File: src/rtl/unpacked_array_packer.sv
// -----------------------------------------------------------------------------
// unpacked_array_packer
//
// Collects a stream of DW-bit words, one per accepted in_valid/in_ready
// handshake, into a DEPTH-entry unpacked array. The array is then presented
// flattened as one packed DW*DEPTH vector behind an out_valid/out_ready
// handshake. A group closes when it fills the last element or when the
// accepted word carries in_last. Elements that a short group leaves unwritten
// read as 0.
//
// Optional feature (compile-time macro):
//   UNPACKED_ARRAY_PACKER_DESCEND_EN
//     undefined : the first word of a group is element 0 (out_data[DW-1:0])
//     defined   : the first word is element DEPTH-1 (top slice) and the
//                 write index counts down from there
//
// Parameters:
//   DW     word width in bits (>= 1)
//   DEPTH  array entries (>= 2)
//   CW     width of out_count, $clog2(DEPTH+1) (derived, not overridable)
//
// Ports:
//   clk        in   rising-edge clock
//   rst        in   asynchronous active-high reset
//   in_valid   in   producer has a word
//   in_ready   out  block accepts a word this cycle
//   in_data    in   word to store
//   in_last    in   accepted word closes the group early
//   out_valid  out  packed array available
//   out_ready  in   consumer takes the packed array
//   out_data   out  packed array, element i at [i*DW +: DW]
//   out_count  out  number of valid elements in out_data (1..DEPTH)
// -----------------------------------------------------------------------------
module unpacked_array_packer #(
    parameter  int DW    = 32,
    parameter  int DEPTH = 4,
    localparam int CW    = $clog2(DEPTH + 1)
) (
    input  logic                clk,
    input  logic                rst,
    input  logic                in_valid,
    output logic                in_ready,
    input  logic [DW-1:0]       in_data,
    input  logic                in_last,
    output logic                out_valid,
    input  logic                out_ready,
    output logic [DW*DEPTH-1:0] out_data,
    output logic [CW-1:0]       out_count
);

    typedef enum logic {
        S_FILL = 1'b0,
        S_HOLD = 1'b1
    } state_t;

    localparam logic [CW-1:0] LAST_IDX = CW'(DEPTH - 1);

    state_t         r_state;
    logic [CW-1:0]  r_wptr;
    logic [CW-1:0]  r_count;
    logic [DW-1:0]  r_arr [0:DEPTH-1];

    state_t         w_state_nxt;
    logic [CW-1:0]  w_wptr_nxt;
    logic [CW-1:0]  w_count_nxt;
    logic           w_accept;
    logic           w_wr_en;
    logic [CW-1:0]  w_wr_idx;
    logic           w_clear;
    logic [DW*DEPTH-1:0] w_flat;

    // Physical slot for a logical position: ascending mode stores the n-th
    // word at element n, descending mode mirrors it from the top.
    function automatic logic [CW-1:0] slot_of(input logic [CW-1:0] pos);
`ifdef UNPACKED_ARRAY_PACKER_DESCEND_EN
        return LAST_IDX - pos;
`else
        return pos;
`endif
    endfunction

    // -------------------------------------------------------------------------
    // Next-state and handshake logic
    // -------------------------------------------------------------------------
    always_comb begin
        // NOTE: every signal gets a default before any branch so that no path
        // leaves it unassigned; otherwise synthesis infers a latch.
        w_state_nxt = r_state;
        w_wptr_nxt  = r_wptr;
        w_count_nxt = r_count;
        w_wr_en     = 1'b0;
        w_wr_idx    = slot_of(r_wptr);
        w_clear     = 1'b0;
        in_ready    = 1'b0;
        out_valid   = 1'b0;

        unique case (r_state)
            S_FILL: begin
                in_ready = ~rst;
            end
            S_HOLD: begin
                out_valid = 1'b1;
                // A new group may start in the same cycle the old one drains.
                in_ready  = out_ready & ~rst;
            end
            default: ;
        endcase

        w_accept = in_valid & in_ready;

        unique case (r_state)
            S_FILL: begin
                if (w_accept) begin
                    w_wr_en    = 1'b1;
                    w_wptr_nxt = r_wptr + CW'(1);
                    if (r_wptr == LAST_IDX || in_last) begin
                        w_state_nxt = S_HOLD;
                        w_count_nxt = r_wptr + CW'(1);
                    end
                end
            end
            S_HOLD: begin
                if (out_ready) begin
                    w_clear = 1'b1;
                    if (w_accept) begin
                        // Drained group is replaced by a fresh one whose
                        // first word lands in the first slot.
                        w_wr_en    = 1'b1;
                        w_wr_idx   = slot_of('0);
                        w_wptr_nxt = CW'(1);
                        if (in_last) begin
                            w_state_nxt = S_HOLD;
                            w_count_nxt = CW'(1);
                        end else begin
                            w_state_nxt = S_FILL;
                            w_count_nxt = '0;
                        end
                    end else begin
                        w_wptr_nxt  = '0;
                        w_count_nxt = '0;
                        w_state_nxt = S_FILL;
                    end
                end
            end
            default: ;
        endcase
    end

    // -------------------------------------------------------------------------
    // State, pointer and count registers
    // -------------------------------------------------------------------------
    always_ff @(posedge clk or posedge rst) begin
        // NOTE: sequential state uses non-blocking assignments so every
        // register samples pre-edge values regardless of statement order.
        if (rst) begin
            r_state <= S_FILL;
            r_wptr  <= '0;
            r_count <= '0;
        end else begin
            r_state <= w_state_nxt;
            r_wptr  <= w_wptr_nxt;
            r_count <= w_count_nxt;
        end
    end

    // -------------------------------------------------------------------------
    // Element storage
    // -------------------------------------------------------------------------
    always_ff @(posedge clk or posedge rst) begin
        // NOTE: the array is reset deliberately: unwritten elements of a short
        // group must read as 0, and a reset must discard stale words. This
        // keeps it in flops rather than a RAM macro.
        if (rst) begin
            for (int i = 0; i < DEPTH; i++) begin
                r_arr[i] <= '0;
            end
        end else begin
            for (int i = 0; i < DEPTH; i++) begin
                if (w_wr_en && w_wr_idx == CW'(i)) begin
                    r_arr[i] <= in_data;
                end else if (w_clear) begin
                    r_arr[i] <= '0;
                end
            end
        end
    end

    // -------------------------------------------------------------------------
    // Output flattening (combinational, zeroed outside HOLD)
    // -------------------------------------------------------------------------
    always_comb begin
        for (int i = 0; i < DEPTH; i++) begin
            w_flat[i*DW +: DW] = r_arr[i];
        end
    end

    assign out_data  = (r_state == S_HOLD) ? w_flat  : '0;
    assign out_count = (r_state == S_HOLD) ? r_count : '0;

endmodule

File: config.mk
export PLATFORM = sky130hd
export DESIGN_NAME = unpacked_array_packer
export DESIGN_NICKNAME = d
export VERILOG_FILES = /design/src/rtl/unpacked_array_packer.sv
export SDC_FILE = /design/constraint.sdc
export NUM_CORES = 1
export LEC_CHECK = 0
export CAP_MARGIN = 0
export CORE_MARGIN = 2
export CORE_UTILIZATION = 39
export CTS_CLUSTER_SIZE = 20
export DETAILED_ROUTE_END_ITERATION = 10
export HOLD_SLACK_MARGIN = 0.06
export PLACE_DENSITY_LB_ADDON = 0.08
export SYNTH_ARGS = -nofsm -noshare
export SYNTH_HDL_FRONTEND = slang
export SYNTH_SLANG_ARGS = --single-unit
File: constraint.sdc
create_clock -name clk -period 11.4 [get_ports clk]
set_clock_uncertainty 0.1 [all_clocks]
set_input_delay 2.28 -clock clk [delete_from_list [all_inputs] [get_ports clk]]
set_output_delay 2.28 -clock clk [all_outputs]
set_load 0.02 [all_outputs]
Word-level counts from Yosys, hierarchy flattened
Index checks and enable logic that the tools add are counted.
{ "classes": {"n_addsub": 1, "n_eq_ne": 7, "n_mux": 33, "n_bitwise": 4, "n_reduce_logical": 12} }
{ "op_table": {"columns": ["operator", "n"], "rows": [
  ["$mux 32", 5],
  ["$mux 128", 1],
  ["$mux 3", 10],
  ["$mux 1", 12],
  ["$pmux 3 s2", 2],
  ["$eq 3x2->1 const B", 3],
  ["$reduce_bool 2->1", 4],
  ["$ne 2x2->1 const B", 3],
  ["$pmux 1 s2", 3],
  ["$logic_and 1x1->1", 4],
  ["$add 3x1->3 const B", 1],
  ["$eq 3x1->1 const B", 1],
  ["$logic_not 3->1", 1],
  ["$reduce_and 3->1", 1],
  ["$and 1x1->1", 2],
  ["$not 1->1", 2],
  ["$reduce_and 2->1", 1],
  ["$logic_or 1x1->1", 1]
]} }
{ "word_totals": {"register_bits": 135, "inputBits": 37, "output_inout_bits": 133} }

Longest topological paths before layout
Gate-level depths: netlist of run 1.
{ "logic_depth": {"depth_word": 10, "mapped_depth": 6, "depth_no_buf": 5} }

Least setup slack after synthesis of run 1
OpenSTA, ideal clock, no wires.
{ "synth_path": {"kind": "input to output", "from": "input out_ready", "to": "output in_ready", "arrival_ps": 2599, "t_required_ps": 9020, "path_slack_ps": 6421, "path_stages": 2, "cell_sequence": "nor2b_1 > nor2_1"} }
{ "synth_via": {"elab_chain_cells": 2} }
{ "synth_rtl": {"columns": ["element", "line", "rtl"], "rows": [
  ["start: declaration", "46", "input logic out_ready,"],
  ["$and 1x1->1", "104", "in_ready = out_ready & ~rst;"],
  ["$pmux 1 s2", "97", "unique case (r_state)"],
  ["end: declaration", "42", "output logic in_ready,"]
]} }
Every way passes these cells.

Final worst setup path of run 1
Same ends and word-level chain as after synthesis.

==> results.sh, run 1 <==
export IMPL_worstMarginPinSlew_ns=1.21
export IMPL_worstHoldEndpoint="r_arr[115]"
export IMPL_setup_ws_ns=5.33
export IMPL_period_share=0.533
export IMPL_grt_overflow_total=0
export IMPL_drt_first_iter_violations=234
export IMPL_hold_path_cell_count=1
export IMPL_final_setup_viol_count=0
export IMPL_outcome="complete, no violations"
export IMPL_critical_path_max_fanout=5
export IMPL_clk_path_buf_depth=2
export IMPL_fmax_ghz=0.165
export IMPL_routed_via_density=4.76
export IMPL_clk_root_buffer_cell="sky130_fd_sc_hd__clkbuf_16"
export IMPL_setup_worst_path_start_class="primary input"
export IMPL_power_leakage_uw=0.00462
export IMPL_worst_r2r_endpoint="r_arr[106]"
export IMPL_chipWidth_um=133
export IMPL_worst_setup_path_type="primary input to output port"
export IMPL_cts_hold_buffers_added=0
export IMPL_die_height_um=133
export IMPL_ys_warn_count=0
export IMPL_cell_type_with_the_highest_occurrence_count_on_the_critical_path="sky130_fd_sc_hd__clkdlybuf4s50_1"
export IMPL_postSynthRegisterBits=135
export IMPL_timing_reg2reg_worst_path_depth=3
export IMPL_worstPathCellList="clkdlybuf4s50_1, nor2b_1, nor2_1, clkdlybuf4s50_1"
export IMPL_detailed_route_wire_length_per_cell_um=16.6
export IMPL_area_growth_synth_to_final_pct=36.3
export IMPL_ant_nets=0
export IMPL_design_core_area_um2=16500
export IMPL_pin_count_of_the_biggest_net_entering_global_routing=144
export IMPL_endpoint_kind="output port"
export IMPL_timing_final_max_slew_violations=0
export IMPL_globalRouteTotalUtil=0.192
export IMPL_synth_seq_area_share=0.519
export IMPL_synth_fp_nets=643
export IMPL_crit_path_top_delay_cell="sky130_fd_sc_hd__clkdlybuf4s50_1"
export IMPL_vias_in_the_first_global_route=5132
export IMPL_number_of_antenna_violations_at_the_first_check_in_global_routing=0
export IMPL_post_cts_resized_instances=0
export IMPL_synth_cell_types=27
export IMPL_ff2ff_setup_slack_ns=8.32
export IMPL_hp_start="r_arr[115]"
export IMPL_grt_first_pass_wirelength_um=26900
export IMPL_fp_row_count=47
export IMPL_ctsHtreeMaxLevel=4
export IMPL_route_detailed_drc=0
export IMPL_die_area_um2=17700
export IMPL_clock_latency_at_the_later_pin_of_the_worst_skew_pair_ns=0.41
export IMPL_timing_hold_worst_class="register to register"
export IMPL_timing_final_crit_period_ns=6.07
export IMPL_clk_transition_reported_paths_ns=0.05
export IMPL_antenna_cells=0
export IMPL_critPathMaxStageDelay_ns=0.61
export IMPL_hpwl_um=10200
export IMPL_synthesis_area_per_instance_um2=10.8
export IMPL_totalWireLength_um=16300
export IMPL_cts_inserted_buffers=17
export IMPL_layout_drive_gt1_share=0.0587
export IMPL_netlist_instances=604
export IMPL_final_hold_viol_count=0
export IMPL_critical_path_reg2reg_startpoint="r_state"
export IMPL_gp_congestion=0.749
export IMPL_number_of_setup_buffers_added_after_cts=0
export IMPL_mappedNetlistArea_um2=6510
export IMPL_initial_core_utilization=0.395
export IMPL_cts_tree="yes"
export IMPL_power_per_cell_area_nw_per_um2=206
export IMPL_vdd_ir_drop_worst_mv=0.0994
export IMPL_floorplan_io_pins=170
export IMPL_final_setup_tns_ns=0
export IMPL_route_vias_total=4692
export IMPL_cts_sinks=135
export IMPL_portBuffers=169
export IMPL_drt_pass1_iter_count=4
export IMPL_slew_limit_headroom=0.189
export IMPL_nets=792
export IMPL_grt_setup_unrepaired="no"
export IMPL_nFillCells=1480
export IMPL_drv_cap=0
export IMPL_worst_ep_required_time_ns=9.02
export IMPL_preCtsSetupSlack_ns=5.32
export IMPL_critical_path_arrival_ns=3.69
[cells by family (layout without fill, tap and decap cells)]
logic type,count (synthesis),count (layout),synth area share
AO/OA/AOI/OAI,42,42,0.0579
multiplexers,101,101,0.155
buffers and inverters,77,239,0.0636
flip-flops,135,135,0.519
adder cells (fa/ha/maj),2,2,0.00384
AND/OR/NAND/NOR,247,247,0.200
[through the flow]
step / util / total power, uW / cell area, um^2 / hold slack [ns] / instances
after floorplan: - / 1060 / 6510 / 0.365 / 604
after global placement: 0.501 / 1230 / 8240 / 0.380 / 954
after detailed placement: 0.501 / 1250 / 8240 / 0.385 / 954
after CTS: 0.539 / 1840 / 8870 / 0.400 / 986
after global routing: 0.539 / 1930 / 8870 / 0.423 / 986
final: 0.539 / 1820 / 8870 / 0.399 / 986
[cells in the final DEF (no fill, tap or decap)]
master / instances
sky130_fd_sc_hd__and2_1: 131
sky130_fd_sc_hd__clkinv_2: 3
sky130_fd_sc_hd__dfrtp_4: 1
sky130_fd_sc_hd__a21o_1: 1
sky130_fd_sc_hd__clkbuf_1: 1
sky130_fd_sc_hd__clkdlybuf4s50_1: 169
sky130_fd_sc_hd__clkinvlp_4: 3
sky130_fd_sc_hd__bufinv_16: 4
sky130_fd_sc_hd__nand2b_1: 2
sky130_fd_sc_hd__buf_4: 3
sky130_fd_sc_hd__o21ai_0: 3
sky130_fd_sc_hd__inv_1: 34
sky130_fd_sc_hd__clkbuf_16: 17
sky130_fd_sc_hd__nand4b_4: 1
sky130_fd_sc_hd__mux2_2: 1
sky130_fd_sc_hd__a211oi_1: 1
sky130_fd_sc_hd__mux2i_1: 100
sky130_fd_sc_hd__clkinv_4: 2
sky130_fd_sc_hd__clkbuf_8: 2
sky130_fd_sc_hd__inv_6: 1
sky130_fd_sc_hd__o311a_1: 1
sky130_fd_sc_hd__and4bb_4: 1
sky130_fd_sc_hd__a22o_1: 32
sky130_fd_sc_hd__nand2_4: 1
sky130_fd_sc_hd__nand2_2: 2
sky130_fd_sc_hd__o2111a_2: 1
sky130_fd_sc_hd__dfrtp_1: 134
sky130_fd_sc_hd__nor2b_1: 4
sky130_fd_sc_hd__ha_1: 2
sky130_fd_sc_hd__o22ai_1: 1
sky130_fd_sc_hd__a41oi_4: 1
sky130_fd_sc_hd__nor2_1: 4
sky130_fd_sc_hd__and2_4: 1
sky130_fd_sc_hd__o211a_1: 1
sky130_fd_sc_hd__nand2_1: 100
[critical path, delay by kind of cell]
kind | cells | cell delay, ns
and+or+nand+nor | 2 | 0.20
buffers and inverters | 2 | 1.22
[power by group]
group	internal [uW]	switching (uW)
Combinational	240	243
Clock	377	209
Sequential	653	102
Total	1270	554
[worst max path at each step]
stage	startpoint	endpoint	slack [ns]
after floorplan	rst	r_arr[0]	5.41
after global placement	out_ready	in_ready	5.35
after detailed placement	out_ready	in_ready	5.32
after CTS	out_ready	in_ready	5.32
after global routing	out_ready	in_ready	5.26
final	out_ready	in_ready	5.33
[flip-flops by register name, indices dropped and copies added, names as in the netlist]
name	flops
r_arr	128
r_wptr	3
r_count	3
r_state	1
[synthesized netlist by cell type, drive strengths merged]
library cell / n / area [um^2]
a211oi: 1 / 7.51
a21o: 1 / 7.51
a22o: 32 / 280
a41oi: 1 / 27.5
and2: 132 / 828
and4bb: 1 / 16.3
buf: 21 / 204
clkbuf: 21 / 78.8
dfrtp: 135 / 3380
ha: 2 / 25.0
inv: 35 / 131
mux2: 1 / 11.3
mux2i: 100 / 1000
nand2: 103 / 392
nand2b: 2 / 12.5
nand4b: 1 / 15.0
nor2: 4 / 15.0
nor2b: 4 / 25.0
o2111a: 1 / 12.5
o211a: 1 / 10.0
o21ai: 3 / 15.0
o22ai: 1 / 6.26
o311a: 1 / 10.0
[metal layers]
metal	wire length (um)	global-route usage	part of all wire	up-vias
li1	-	-	-	2251
met1	7230	0.243	0.44	2321
met2	8060	0.323	0.49	106
met3	887	0.0590	0.054	14
met4	156	0.0479	0.0096	0
met5	0	0	0	-
[layout make-up]
type	count	area [um^2]	area share
clock buffer	20	457	0.0515
sequential	135	3380	0.381
timing repair buffer	172	1710	0.193
tap	220	275	0.0310
multi-input combinational	392	2730	0.308
clock inverter	12	175	0.0197
inverter	35	136	0.0154
No activity file was read; power rests on OpenSTA's default activity.
==> inputs of run 2 (changes only) <==
==> constraint.sdc (replaced) <==
create_clock -name clk -period 4.95 [get_ports clk]
set_clock_uncertainty 0.1 [all_clocks]
set_input_delay 0.99 -clock clk [delete_from_list [all_inputs] [get_ports clk]]
set_output_delay 0.99 -clock clk [all_outputs]
set_load 0.02 [all_outputs]
==> run 2 against run 1 <==
Routed wire length is 1.2% higher. Die area stayed put. Via count is 0.58% higher. Flip-flop and latch count stayed put. Global-route usage is 0.22 points higher. Critical endpoint is now out_data[32]. Highest routed layer unchanged.
==> results.sh, run 2 (same netlist as run 1, synthesis figures left out) <==
export IMPL_fp_row_count=47
export IMPL_worstMarginPinSlew_ns=1.18
export IMPL_clk_path_buf_depth=2
export IMPL_setup_worst_path_start_class="register"
export IMPL_place_inst=954
export IMPL_hpwl_um=10300
export IMPL_timing_final_crit_period_ns=3.62
export IMPL_largestRegisters="r_arr x128, r_count x3, r_wptr x3"
export IMPL_clk_transition_reported_paths_ns=0.06
export IMPL_worst_setup_path_type="register to output port"
export IMPL_area_growth_synth_to_final_pct=36.1
export IMPL_clk_root_buffer_cell="sky130_fd_sc_hd__clkbuf_16"
export IMPL_timing_hold_worst_class="register to register"
export IMPL_cts_tree="yes"
export IMPL_globalRouteTotalUtil=0.194
export IMPL_portBuffers=169
export IMPL_chipWidth_um=133
export IMPL_drv_cap=0
export IMPL_period_share=0.731
export IMPL_antenna_cells=0
export IMPL_routed_via_density=4.79
export IMPL_vias_in_the_first_global_route=5101
export IMPL_clock_latency_at_the_later_pin_of_the_worst_skew_pair_ns=0.41
export IMPL_largest_register_ffs=128
export IMPL_gp_congestion=0.776
export IMPL_number_of_antenna_violations_at_the_first_check_in_global_routing=0
export IMPL_vdd_ir_drop_worst_mv=0.249
export IMPL_die_area_um2=17700
export IMPL_final_setup_tns_ns=0
export IMPL_most_common_library_cell_in_the_layout_ignoring_fill_and_taps="sky130_fd_sc_hd__clkdlybuf4s50_1"
export IMPL_post_cts_resized_instances=0
export IMPL_grt_first_pass_wirelength_um=27000
export IMPL_final_cell_mix="169 x sky130_fd_sc_hd__clkdlybuf4s50_1, 134 x sky130_fd_sc_hd__dfrtp_1, 131 x sky130_fd_sc_hd__and2_1, 100 x sky130_fd_sc_hd__nand2_1, 100 x sky130_fd_sc_hd__mux2i_1"
export IMPL_layout_drive_gt1_share=0.0601
export IMPL_cts_hold_buffers_added=0
export IMPL_number_of_setup_buffers_added_after_cts=0
export IMPL_final_hold_viol_count=0
export IMPL_pin_count_of_the_biggest_net_entering_global_routing=144
export IMPL_ant_nets=0
export IMPL_die_height_um=133
export IMPL_worst_ep_required_time_ns=3.86
export IMPL_largest_register="r_arr"
export IMPL_outcome="complete, no violations"
export IMPL_fmax_ghz=0.276
export IMPL_detailed_route_wire_length_per_cell_um=16.8
export IMPL_route_vias_total=4719
export IMPL_nets=792
export IMPL_critical_path_arrival_ns=2.53
export IMPL_nFillCells=1484
export IMPL_cts_inserted_buffers=17
export IMPL_grt_overflow_total=0
export IMPL_timing_final_max_slew_violations=0
export IMPL_power_leakage_uw=0.00461
export IMPL_final_setup_viol_count=0
export IMPL_design_core_area_um2=16500
export IMPL_route_detailed_drc=0
export IMPL_drt_first_iter_violations=243
export IMPL_power_per_cell_area_nw_per_um2=472
export IMPL_timing_reg2reg_worst_path_depth=3
export IMPL_slew_limit_headroom=0.213
export IMPL_final_cell_count_no_fill=986
export IMPL_initial_core_utilization=0.395
export IMPL_hold_path_cell_count=1
export IMPL_final_core_util=0.538
export IMPL_ctsHtreeMaxLevel=4
export IMPL_grt_setup_unrepaired="no"
export IMPL_cts_sinks=135
export IMPL_drt_pass1_iter_count=4
export IMPL_totalWireLength_um=16500
export IMPL_critical_path_max_fanout=143
export IMPL_endpoint_kind="output port"
export IMPL_floorplan_io_pins=170
## run 2: changes by cell type in the layout (fill, tap and decap cells not counted)
cell	change
sky130_fd_sc_hd__clkbuf_1	-1
sky130_fd_sc_hd__clkinv_4	-1
sky130_fd_sc_hd__clkbuf_8	-1
sky130_fd_sc_hd__clkinv_2	+3
## run 2: worst paths after layout
check | slack, ns | startpoint | end
worst min-delay path | 0.40 | r_arr[97] | r_arr[97]
min in group asynchronous | 1.18 | rst | r_wptr[1]
worst min register to register | 0.40 | r_arr[97] | r_arr[97]
worst max register to register | 1.83 | r_state | r_arr[108]
worst max-delay path | 1.33 | r_state | out_data[32]
max in group asynchronous | 2.57 | rst | r_arr[71]
## run 2: layout make-up
class | instances | area (um^2) | share of cell area
tap | 220 | 275 | 0.0311
clock buffer | 18 | 439 | 0.0496
inverter | 35 | 136 | 0.0154
timing repair buffer | 172 | 1710 | 0.193
clock inverter | 14 | 181 | 0.0205
sequential | 135 | 3380 | 0.382
multi-input combinational | 392 | 2730 | 0.308
## run 2: where the power goes
| group | total (uW) | internal (uW) | leakage [uW] | switching (uW) |
|---|---|---|---|---|
| logic | 1110 | 554 | 0.00251 | 556 |
| registers | 1740 | 1500 | 0.00181 | 240 |
| clock network | 1330 | 850 | 0.000301 | 480 |
| total | 4180 | 2910 | 0.00461 | 1280 |
## run 2: layer usage
layer | up-vias | routed length (um) | track usage
li1 | 2259 | - | -
met1 | 2328 | 7440 | 0.250
met2 | 115 | 8080 | 0.323
met3 | 17 | 822 | 0.0529
met4 | 0 | 185 | 0.0567
met5 | - | 0 | 0
## run 2: worst max-delay path, cell delays in order (launching register included)
cell	delay, ns
sky130_fd_sc_hd__dfrtp_4	1.17
sky130_fd_sc_hd__and2_1	0.27
sky130_fd_sc_hd__clkdlybuf4s50_1	0.62
## run 2: metrics by stage
stage | hold slack [ns] | instance area (um^2) | setup WS, ns | power (uW)
2_1_floorplan | 0.365 | 6510 | 0.249 | 2450
3_3_place_gp | 0.381 | 8240 | 1.47 | 2830
3_5_place_dp | 0.385 | 8240 | 1.42 | 2880
4_1_cts | 0.400 | 8860 | 1.24 | 4220
5_1_grt | 0.410 | 8860 | 1.12 | 4430
6_report | 0.398 | 8860 | 1.33 | 4180
